==> src/rtl/equiv_check_seq.sv <==
// equiv_check_seq: walks every stimulus vector into a golden/netlist pair and compares their outputs.
// Counts mismatches with saturation, latches the first failing vector, and reports pass/fail in DONE.
module equiv_check_seq #(
    parameter int N_IN   = 2,
    parameter int N_OUT  = 1,
    parameter int SETTLE = 1,
    parameter int CNT_W  = 8
) (
    input  logic             clk,
    input  logic             rst_n,
    input  logic             start,
    input  logic             abort,
    output logic [N_IN-1:0]  stim,
    input  logic [N_OUT-1:0] golden_out,
    input  logic [N_OUT-1:0] netlist_out,
    output logic             busy,
    output logic             done,
    output logic             pass,
    output logic [CNT_W-1:0] mismatch_count,
    output logic             first_fail_valid,
    output logic [N_IN-1:0]  first_fail_vec
);
    localparam int SW = (SETTLE > 1) ? $clog2(SETTLE) : 1;
    localparam logic [SW-1:0] SETTLE_LD = SW'(SETTLE - 1);

    typedef enum logic [1:0] {S_IDLE, S_SETTLE, S_COMPARE, S_DONE} state_t;
    state_t state, nxt;
    logic [SW-1:0] settle_cnt;
    logic mm, idle_start;
    logic [CNT_W-1:0] cnt_nx;

    assign mm = golden_out != netlist_out;
    assign cnt_nx = (mm && !(&mismatch_count)) ? mismatch_count + 1'b1 : mismatch_count;
    assign idle_start = (state == S_IDLE || state == S_DONE) && start;
    assign busy = state == S_SETTLE || state == S_COMPARE;
    assign done = state == S_DONE;

    always_comb begin
        nxt = state;
        case (state)
            S_IDLE, S_DONE: nxt = start ? S_SETTLE : state;
            S_SETTLE:       nxt = abort ? S_IDLE : (settle_cnt == '0) ? S_COMPARE : S_SETTLE;
            S_COMPARE:      nxt = abort ? S_IDLE : (&stim) ? S_DONE : S_SETTLE;
            default:        nxt = S_IDLE;
        endcase
    end

    always_ff @(posedge clk or negedge rst_n) begin
        if (!rst_n) begin
            state            <= S_IDLE;
            stim             <= '0;
            pass             <= 1'b0;
            mismatch_count   <= '0;
            first_fail_valid <= 1'b0;
            first_fail_vec   <= '0;
            settle_cnt       <= '0;
        end else begin
            state <= nxt;
            if (idle_start) begin
                stim             <= '0;
                pass             <= 1'b0;
                mismatch_count   <= '0;
                first_fail_valid <= 1'b0;
                first_fail_vec   <= '0;
                settle_cnt       <= SETTLE_LD;
            end else if (state == S_SETTLE && !abort && settle_cnt != '0) begin
                settle_cnt <= settle_cnt - 1'b1;
            end else if (state == S_COMPARE && !abort) begin
                mismatch_count <= cnt_nx;
                if (mm && !first_fail_valid) begin
                    first_fail_valid <= 1'b1;
                    first_fail_vec   <= stim;
                end
                // the last vector ends the run, so stim never wraps
                if (&stim) begin
                    pass <= cnt_nx == '0;
                end else begin
                    stim       <= stim + 1'b1;
                    settle_cnt <= SETTLE_LD;
                end
            end
        end
    end
endmodule

==> config.mk <==
export PLATFORM = sky130hd
export DESIGN_NAME = equiv_check_seq
export DESIGN_NICKNAME = d
export VERILOG_FILES = /design/src/rtl/equiv_check_seq.sv
export SDC_FILE = /design/constraint.sdc
export NUM_CORES = 1
export LEC_CHECK = 0
export ABC_AREA = 1
export ABC_CLOCK_PERIOD_IN_PS = 1500
export BUFFER_PORTS_ARGS = -buffer_cell sky130_fd_sc_hd__buf_2
export CORE_UTILIZATION = 23
export DETAILED_ROUTE_END_ITERATION = 12
export HOLD_SLACK_MARGIN = 0.05
export SLEW_MARGIN = 20
export SYNTH_ARGS = -nofsm -noshare
export SYNTH_HDL_FRONTEND = slang
export SYNTH_SLANG_ARGS = --single-unit
==> constraint.sdc <==
create_clock -name clk -period 1.5 [get_ports clk]
set_input_delay 0.3 -clock clk [delete_from_list [all_inputs] [get_ports clk]]
set_output_delay 0.3 -clock clk [all_outputs]
set_load 0.01 [all_outputs]
**Word level (Yosys, flattened, before mapping)**

Index checks and enable logic that the tools add are counted.

- Flip-flop bits (word level): 17
- Input bits: 6
- Output and inout port bits: 16
- Logic and storage cells: 73

- $add $sub $neg: 3
- Eq/ne operators: 8
- Multiplexer cells: 30
- Reduce and logical (&&, ||, !) cells: 25

Operators by type and width:

| operator | count |
|---|---|
| $mux W8 | 4 |
| $mux W2 | 13 |
| $mux W1 | 12 |
| $reduce_and A3 Y1 | 3 |
| $add A8 B1 Y8 const B | 1 |
| $logic_not A8 Y1 | 1 |
| $reduce_and A8 Y1 | 1 |
| $logic_and A1 B1 Y1 | 6 |
| $ne A2 B2 Y1 const B | 3 |
| $pmux W2 S3 | 1 |
| $reduce_and A2 Y1 | 3 |
| $reduce_bool A2 Y1 | 3 |
| $eq A2 B2 Y1 const B | 2 |
| $logic_not A1 Y1 | 3 |
| $ne A3 B2 Y1 const B | 1 |
| $reduce_bool A3 Y1 | 1 |
| $add A2 B1 Y2 const B | 1 |
| $eq A2 B1 Y1 const B | 1 |
| $logic_not A2 Y1 | 1 |
| $logic_or A1 B1 Y1 | 2 |
| $reduce_or A2 Y1 | 1 |
| $ne A1 B1 Y1 | 1 |
| $sub A1 B1 Y1 const B | 1 |

**Depth between registers and ports, before layout**

Gate-level depths: netlist of run 1.

- Depth in word-level cells: 9
- Depth in mapped cells: 12
- Depth with buffers taken out: 12

**Least setup slack after synthesis of run 1**

No wires, ideal clock.

- Path type: flip-flop to flip-flop
- From: reg mismatch_count[0]
- To: reg pass
- Library setup time: 0.121 ns
- Arrival time: 1.317 ns
- Required time: 1.379 ns
- Path slack: 0.061 ns
- Cell stages (with the launch flop): 13
- Path through: dfrtp_1 -> ha_1 -> nand2_2 -> nor2_4 -> nand2_4 -> nand2_4 -> nand2_1 -> nand2_1 -> inv_1 -> nand2_1 -> nor2_1 -> nand2_1 -> nand2_1

- Word-level cells in the longest chain between the ends: 9

RTL lines:

| element | line | source |
|---|---|---|
| start, declared | 19 | `output logic [CNT_W-1:0] mismatch_count,` |
| start signal, assigned | 69 | `mismatch_count <= cnt_nx;` |
| branches (longest 3 deep; another with $add A8 B1 Y8) | -- |  |
| $mux W8 * | 33 | `assign cnt_nx = (mm && !(&mismatch_count)) ? mismatch_count + 1'b1 : mismatch_count;` |
| $logic_not A8 Y1 * | 76 | `pass <= cnt_nx == '0;` |
| $mux W1 * | 75 | `if (&stim) begin` |
| $mux W1 * | 68 | `end else if (state == S_COMPARE && !abort) begin` |
| $mux W1 * | 66 | `end else if (state == S_SETTLE && !abort && settle_cnt != '0) begin` |
| $mux W1 * | 59 | `if (idle_start) begin` |
| end signal, assigned | 52 | `pass <= 1'b0;` |
| end signal, assigned | 61 | `pass <= 1'b0;` |
| end signal, assigned | 76 |  |
| end, declared | 18 | `output logic pass,` |

Mark *: on every way between the ends. The select of a mux whose other input is x is not followed.
A chain may end at the register's enable or synchronous reset.

**Worst setup path in the final report of run 1**

- From: reg mismatch_count[1]
- To: reg pass

Same word-level chain as after synthesis.

==> results_dict.tcl, run 1 <==
set metrics [dict create \
    drtPass1Iterations 5 \
    cts_sinks 17 \
    grt_use_total_pct 9.90 \
    yosysWarningCount 0 \
    antenna_found_initial 0 \
    layout_common_cells "39 x nand2_1, 21 x buf_2, 20 x inv_1" \
    synthTopCellsByArea "dfrtp_1 40%, nand2_1 16%, inv_1 9.2%" \
    netlist-cell-type-count 19 \
    antennaDiodeCount 0 \
    wirelength_mm 2.54 \
    drv_cap 0 \
    period_share_pct 99.9 \
    maxSlewHeadroom_pct 73.5 \
    syn-num-nets 156 \
    cp_max_fo 5 \
    syn_avg_cell_area_um2 7.34 \
    final_common_cell "nand2_1" \
    cts-root-buf "clkbuf_8" \
    gp_congestion 0.784 \
    status "finished clean" \
    ir_worst_vdd_uv 826 \
    synthDominantCellAreaShare_pct 40.0 \
    clk_latency_ps 250 \
    critical_path_buf_inv_count 1 \
    start_util_pct 24.1 \
    stdcell_count 238 \
    htree_levels 1 \
    synthCells 145 \
    power_frac_comb_pct 48.7 \
    finClkSkew_ps 1.99 \
    ios 22 \
    layout_setup_ws_ps 0.973 \
    setup_viol 0 \
    synth_seq_area_share_pct 40.0 \
    syn_area_mm2 0.00106 \
    worstSetupPathType "reg -> reg" \
    critPathLaunchType "flip-flop" \
    leakage_uw 0.000777 \
    hold_viol_final 0 \
    drive_gt1_share_pct 34.9 \
    clk_pin_slew_ps 70 \
    place_ws_ps -36.9 \
    num_vias 1068 \
    slew_viol_final 0 \
    critPathMaxStageDelay_ps 410 \
    nNetsFinal 198 \
    routedWlPerCell_um 10.7 \
    cp_slowest_cell "dfrtp_1" \
    endpoint_kind "flip-flop" \
    finalPower_uw 1830 \
    grt_first_pass_wirelength_mm 3.98 \
    clkPwrFrac_pct 18.6 \
    hp-class "in -> reg" \
    ys_seq_elements 17 \
    cts_inserted_buffers 3 \
    cp.required_ps 1690 \
    first_global_vias 941 \
    overflow 0 \
    hpwl_mm 1.88 \
    power_switching_uw 705 \
    nFillCells 458 \
    cp.arrival_ps 1690 \
    antenna_left 0 \
    internal_power_uw 1130 \
    vias_per_cell 4.49 \
    portBuffers 21 \
    die_w_um 70.0 \
    p_seq_share_pct 32.7 \
    clockBufferDepth 2 \
    max_freq_ghz 0.667 \
    crit_chain "ha_4 > nand2_4 > nor2_4 > nand2_4 > nand2_4 > buf_6 > o21ai_2 > nand2_1 > nor2_1 > nand2_1 > nand2_1" \
    postPlaceCellArea_mm2 0.00131 \
    tightest_slew_ps 397 \
    yosysTopAreaCell "dfrtp_1" \
    design_area_mm2 0.00147 \
    grt_start_max_net_pins 18 \
    whs_ps 419 \
    drc_errors 0 \
    num_rows 24 \
    rsz0062_at_grt "true" \
    core-area_mm2 0.00441 \
    cts_tree "done" \
    syn_to_final_growth_pct 38.1 \
    period_needed_ps 1500 \
    swShare_pct 38.4 \
    drtIter0Drc 37 \
    placed_cells 228 \
    die_area_mm2 0.00491 \
    p_per_area_mw_per_mm2 1250 \
    cp_top_family "simple AND/OR/NAND/NOR gates" \
    die_y_um 70.0 \
]
==> per-stage QoR <==
stage                     util [%]  TNS (ps)
after CTS                     31.1         0
after global placement        29.7         0
final                         33.3         0
after floorplan                  -         0
after detailed placement      29.7     -73.4
after global routing          33.3      -206
==> tightest hold or removal path: cells and delay by family <==
family | cells | cell delay [ps]
buf+inv | 1 | 90
compound gates | 1 | 160
simple gates | 1 | 50
==> what timing repair did <==
| item | CTS | global route |
|---|---|---|
| gates cloned | 0 | 1 |
| resized for setup | 2 | 23 |
| pin swaps | 1 | 10 |
| setup endpoints to repair | 6 | 15 |
| hold endpoints to repair | 17 | 0 |
| setup buffers | 1 | 3 |
| hold buffers | 1 | 0 |
==> synthesized netlist by cell type (all sizes together) <==
master / n
a21oi: 1
o22ai: 7
xor2: 1
nor2: 11
a32oi: 1
a22o: 1
inv: 26
o21ai: 9
nand4: 3
o211ai: 1
ha: 5
nand3: 14
nand2: 48
dfrtp: 17
==> metal layers <==
metal | routed length (µm) | up-vias | global-route usage, %
met5 | 0 | - | 0
met2 | 1280 | 23 | 16.3
met4 | 15 | 0 | 3.11
li1 | - | 550 | -
met3 | 103 | 2 | 1.73
met1 | 1140 | 493 | 13.1
==> power by group through the flow <==
| stage | clock network (µW) | logic (µW) | registers (µW) |
|---|---|---|---|
| 2_1_floorplan | 0 | 378 | 619 |
| 3_3_place_gp | 0 | 704 | 594 |
| 3_5_place_dp | 0 | 711 | 596 |
| 4_1_cts | 348 | 768 | 587 |
| 5_1_grt | 373 | 995 | 609 |
| 6_report | 340 | 893 | 600 |
==> flip-flops by register name, indices dropped and copies added, names as in the netlist <==
name,cells
state,2
first_fail_vec,2
settle_cnt,1
first_fail_valid,1
stim,2
pass,1
mismatch_count,8
==> final cells by class <==
cell class                 count  area [µm²]  share of cell area, %
clock buffer                   3        41.3                   2.81
clock inverter                 1        5.00                  0.340
inverter                      26        97.6                   6.64
multi-input combinational    103         612                   41.6
sequential                    17         425                   28.9
tap                           52        65.1                   4.43
timing repair buffer          36         224                   15.2
==> path summary, 6_finish.rpt <==
check	from	endpoint	slack (ps)	cells past startpoint
max	mismatch_count[1]	pass	1	11
min	start	state[0]	420	3
max reg2reg	mismatch_count[1]	pass	1	11
min reg2reg	first_fail_vec[1]	first_fail_vec[1]	490	2
max in group asynchronous	rst_n	mismatch_count[4]	720	2
min in group asynchronous	rst_n	stim[1]	500	2
==> kinds of logic after synthesis <==
logic type,share of synthesized area (%)
simple gates,32.7
buf+inv,9.17
compound gates,11.5
flops,40.0
fa+ha+maj,5.88
xor+xnor,0.823
(Power assumes the default switching activity.)
==> inputs of run 2 (changes only) <==
--- a/config.mk
+++ b/config.mk
@@ -6,8 +6,9 @@
 export NUM_CORES = 1
 export LEC_CHECK = 0
 export ABC_AREA = 1
-export ABC_CLOCK_PERIOD_IN_PS = 1500
+export ABC_CLOCK_PERIOD_IN_PS = 1600
 export BUFFER_PORTS_ARGS = -buffer_cell sky130_fd_sc_hd__buf_2
+export CORE_MARGIN = 1.5
 export CORE_UTILIZATION = 23
 export DETAILED_ROUTE_END_ITERATION = 12
 export HOLD_SLACK_MARGIN = 0.05
==> constraint.sdc (replaced) <==
create_clock -name clk -period 1.6 [get_ports clk]
set_input_delay 0.32 -clock clk [delete_from_list [all_inputs] [get_ports clk]]
set_output_delay 0.32 -clock clk [all_outputs]
set_load 0.01 [all_outputs]
==> results_dict.tcl, run 2 (synthesized netlist as in run 1, its figures left out) <==
set metrics [dict create \
    status "finished clean" \
    syn_to_final_growth_pct 28.1 \
    drc_errors 0 \
    grt_first_pass_wirelength_mm 3.91 \
    htree_levels 1 \
    maxSlewHeadroom_pct 74.9 \
    rr_startpoint "state[0]" \
    r2r_cells 9 \
    first_global_vias 936 \
    tightest_slew_ps 376 \
    cts_inserted_buffers 3 \
    multi_input_area_um2 561 \
    nNetsFinal 191 \
    period_needed_ps 1540 \
    drive_gt1_share_pct 26.3 \
    cts_sinks 17 \
    die_area_mm2 0.00505 \
    clk_latency_ps 250 \
    antenna_found_initial 0 \
    core-area_mm2 0.00441 \
    period_share_pct 96.2 \
    finalPower_uw 1490 \
    gp_congestion 0.795 \
    slew_viol_final 0 \
    critPathMaxStageDelay_ps 370 \
    layout_setup_ws_ps 61.0 \
    design_area_mm2 0.00136 \
    max_freq_ghz 0.650 \
    antennaDiodeCount 0 \
    grt_use_total_pct 9.39 \
    clk_pin_slew_ps 70 \
    num_vias 1040 \
    cts-root-buf "clkbuf_8" \
    place_ws_ps 34.6 \
    num_rows 24 \
    p_per_area_mw_per_mm2 1090 \
    crit_chain "inv_1 > ha_1 > inv_2 > buf_2" \
    clockBufferDepth 2 \
    hold_end "first_fail_valid" \
    r2r_slack_ps 110 \
    ios 22 \
    start_util_pct 24.1 \
    vias_per_cell 4.50 \
    hp-class "in -> reg" \
    worstSetupPathType "reg -> out" \
    portBuffers 21 \
    postPlaceCellArea_mm2 0.00127 \
    routedWlPerCell_um 10.4 \
    overflow 0 \
    nFillCells 474 \
    die_w_um 71.0 \
    cp_slowest_cell "dfrtp_1" \
    final_common_cell "nand2_1" \
    hold_viol_final 0 \
    drtPass1Iterations 4 \
    cp_max_fo 4 \
    largest_reg_flops 8 \
    layout_common_cells "42 x nand2_1, 24 x inv_1, 21 x buf_2" \
    die_y_um 71.0 \
    ir_worst_vdd_uv 746 \
    rsz0062_at_grt "true" \
    cts_tree "done" \
    top_register "mismatch_count" \
    grt_start_max_net_pins 18 \
    antenna_left 0 \
    rr_endpoint "first_fail_vec[1]" \
    wirelength_mm 2.40 \
    setup_viol 0 \
    seq_area_um2 427 \
    hpwl_mm 1.87 \
    cp.arrival_ps 1220 \
    cp.required_ps 1280 \
    leakage_uw 0.000747 \
    min_path_cells 4 \
    min_from "start" \
    critPathLaunchType "flip-flop" \
    drv_cap 0 \
    endpoint_kind "output port" \
    finClkSkew_ps 4.37 \
    drtIter0Drc 48 \
]
-- run 2: cell count changes in the layout (fill, tap and decap cells not counted), moves of 2 or more --
cell / previous run / this run
nand2_1: 39 / 42
o21ai_1: 4 / 1
nor2_1: 6 / 8
o21ai_0: 4 / 7
nand2_2: 7 / 4
ha_4: 2 / 0
buf_4: 13 / 7
inv_2: 6 / 2
inv_1: 20 / 24
-- run 2: worst max-delay path by stage --
stage	startpoint	cells after the start	slack [ps]	endpoint
2_1_floorplan	mismatch_count[0]	12	160	pass
3_3_place_gp	state[0]	11	100	first_fail_vec[1]
3_5_place_dp	state[0]	11	30	first_fail_vec[1]
4_1_cts	state[0]	9	20	first_fail_vec[1]
5_1_grt	state[0]	4	-9	busy
6_report	state[0]	4	60	busy
-- run 2: layout make-up --
class	instances	area share [%]
Tap cell	52	4.77
Inverter	26	7.16
Timing Repair Buffer	29	12.3
Multi-Input combinational cell	103	41.1
Clock buffer	3	3.03
Sequential cell	17	31.3
Clock inverter	1	0.367
-- run 2: repair_timing --
action	CTS	global route
endpoints found under the setup margin	0	10
resized for setup	0	8
buffers inserted	0	2
hold endpoints to repair	17	0
hold buffers	1	0
-- run 2: critical path, delay by kind of cell (launching register included) --
family	cells	cell delay, ps
fa+ha+maj	1	330
flops	1	370
buf+inv	3	280
-- run 2: power by group --
| group | switching (µW) | internal [µW] | leakage, µW |
|---|---|---|---|
| Sequential | 53.7 | 501 | 0.000232 |
| Clock | 141 | 172 | 0.0000255 |
| Combinational | 381 | 242 | 0.000489 |
| Total | 576 | 915 | 0.000747 |
-- run 2: layer usage --
layer	track usage (%)	up-vias	wire length [µm]
met1	13.0	481	1210
li1	-	540	-
met3	1.57	4	71
met5	0	-	0
met2	15.0	15	1090
met4	3.14	0	22
-- run 2: stage by stage --
stage / setup TNS, ps / cells / hold WS (ps) / util, %
3_5_place_dp: 0 / 223 / 263 / 28.8
4_1_cts: 0 / 228 / 424 / 30.1
5_1_grt: -16.3 / 231 / 452 / 30.9
6_report: 0 / 231 / 419 / 30.9
2_1_floorplan: 0 / 145 / 24.4 / -
3_3_place_gp: 0 / 223 / 261 / 28.8
==> inputs of run 3 (changes only) <==
--- a/config.mk
+++ b/config.mk
@@ -7,7 +7,7 @@
 export LEC_CHECK = 0
 export ABC_AREA = 1
 export ABC_CLOCK_PERIOD_IN_PS = 1600
-export BUFFER_PORTS_ARGS = -buffer_cell sky130_fd_sc_hd__buf_2
+export BUFFER_PORTS_ARGS = -buffer_cell sky130_fd_sc_hd__buf_4
 export CORE_MARGIN = 1.5
 export CORE_UTILIZATION = 23
 export DETAILED_ROUTE_END_ITERATION = 12
==> results_dict.tcl, run 3 (synthesized netlist as in run 1, its figures left out) <==
set metrics [dict create \
    status "finished clean" \
    wirelength_mm 2.46 \
    max_freq_ghz 0.667 \
    num_vias 1036 \
    grt_use_total_pct 9.28 \
    endpoint_kind "output port" \
    hold_viol_final 0 \
    nFillCells 453 \
    clk_latency_ps 250 \
    setup_viol 0 \
    clockBufferDepth 2 \
    portBuffers 21 \
    grt_first_pass_wirelength_mm 3.77 \
    cts_sinks 17 \
    final_common_cell "nand2_1" \
    placed_cells 223 \
    period_share_pct 93.7 \
    critPathLaunch "state[0]" \
    cp_slowest_cell "dfrtp_1" \
    hpwl_mm 1.88 \
    cp.arrival_ps 1180 \
    stdcell_count 231 \
    fin_tns_setup_ps 0 \
    tightest_slew_ps 295 \
    layout_common_cells "42 x nand2_1, 28 x buf_4, 22 x inv_1" \
    critPathMaxStageDelay_ps 390 \
    hp-class "in -> reg" \
    ios 22 \
    p_per_area_mw_per_mm2 1130 \
    crit_chain "inv_2 > ha_4 > inv_2 > buf_4" \
    die_area_mm2 0.00505 \
    leakage_uw 0.000744 \
    antenna_left 0 \
    drtPass1Iterations 4 \
    num_rows 24 \
    cts-root-buf "clkbuf_8" \
    vias_per_cell 4.48 \
    finClkSkew_ps 5.75 \
    overflow 0 \
    crit_top_cell "inv_2" \
    drc_errors 0 \
    start_util_pct 24.1 \
    clk_pin_slew_ps 70 \
    cp_top_family "flip-flops" \
    antenna_found_initial 0 \
    antennaDiodeCount 0 \
    grt_start_max_net_pins 18 \
    ir_worst_vdd_uv 939 \
    cts_tree "done" \
    rr_startpoint "mismatch_count[1]" \
    drtIter0Drc 58 \
    cp_max_fo 4 \
    period_needed_ps 1500 \
    gp_congestion 0.813 \
    drv_cap 0 \
    cp.required_ps 1280 \
    cts_inserted_buffers 3 \
    slew_viol_final 0 \
    min_from "start" \
    critPathLaunchType "flip-flop" \
    die_w_um 71.0 \
    nNetsFinal 191 \
    drive_gt1_share_pct 29.6 \
    htree_levels 1 \
    maxSlewHeadroom_pct 80.3 \
    first_global_vias 891 \
    largest_reg_flops 8 \
    die_y_um 71.0 \
    critical_path_buf_inv_count 3 \
    top_register "mismatch_count" \
    worstSetupPathType "reg -> out" \
    core-area_mm2 0.00441 \
    syn_to_final_growth_pct 36.7 \
    routedWlPerCell_um 10.6 \
]
==> run 3: changes by cell type in the layout (fill, tap and decap cells not counted), sizes merged <==
cell	delta
clkinv	-1
clkinvlp	+1
==> run 3: where the power goes <==
part	switching, µW	internal [µW]
registers	67.7	503
logic	412	334
clock network	155	175
total	635	1010
==> run 3: layout make-up <==
class,instances,area (µm²),share of cell area [%]
clock inverter,1,7.51,0.516
inverter,26,97.6,6.71
clock buffer,3,41.3,2.84
multi-input combinational,103,596,40.9
tap,52,65.1,4.47
timing repair buffer,29,220,15.1
sequential,17,428,29.4
==> run 3: repair_timing <==
item,CTS,global route
hold buffers,1,0
endpoints found under the setup margin,0,14
setup buffers,0,2
hold endpoints to repair,17,0
gates resized for setup,0,18
==> run 3: worst paths after layout <==
kind	endpoint	slack [ps]	cells after the start
max in group asynchronous	state[1]	950	2
worst max register to register	pass	110	11
worst min-delay path	settle_cnt	410	4
worst max-delay path	busy	100	4
min in group asynchronous	pass	450	2
worst min register to register	first_fail_vec[1]	500	2
==> run 3: layer usage <==
metal / global-route usage [%] / routed length (µm) / up-vias
li1: - / - / 542
met1: 12.5 / 1150 / 470
met2: 14.6 / 1190 / 22
met3: 1.71 / 99 / 2
met4: 3.77 / 16 / 0
met5: 0 / 0 / -
==> run 3: per-stage QoR <==
stage / utilization [%] / hold WS (ps) / total power [µW] / worst slack (ps) / cell area, µm²
2_1_floorplan: - / 24.4 / 935 / 161 / 1060
3_3_place_gp: 30.0 / 197 / 1200 / 92.5 / 1330
3_5_place_dp: 30.0 / 197 / 1210 / 26.1 / 1330
4_1_cts: 31.3 / 427 / 1550 / 11.2 / 1380
5_1_grt: 33.0 / 427 / 1780 / -20.5 / 1460
6_report: 33.0 / 408 / 1650 / 101 / 1460
==> run 3: worst min-delay path, delay by kind of cell <==
family          cells  cell delay, ps
simple gates        2             160
buf+inv             1             100
compound gates      1              40
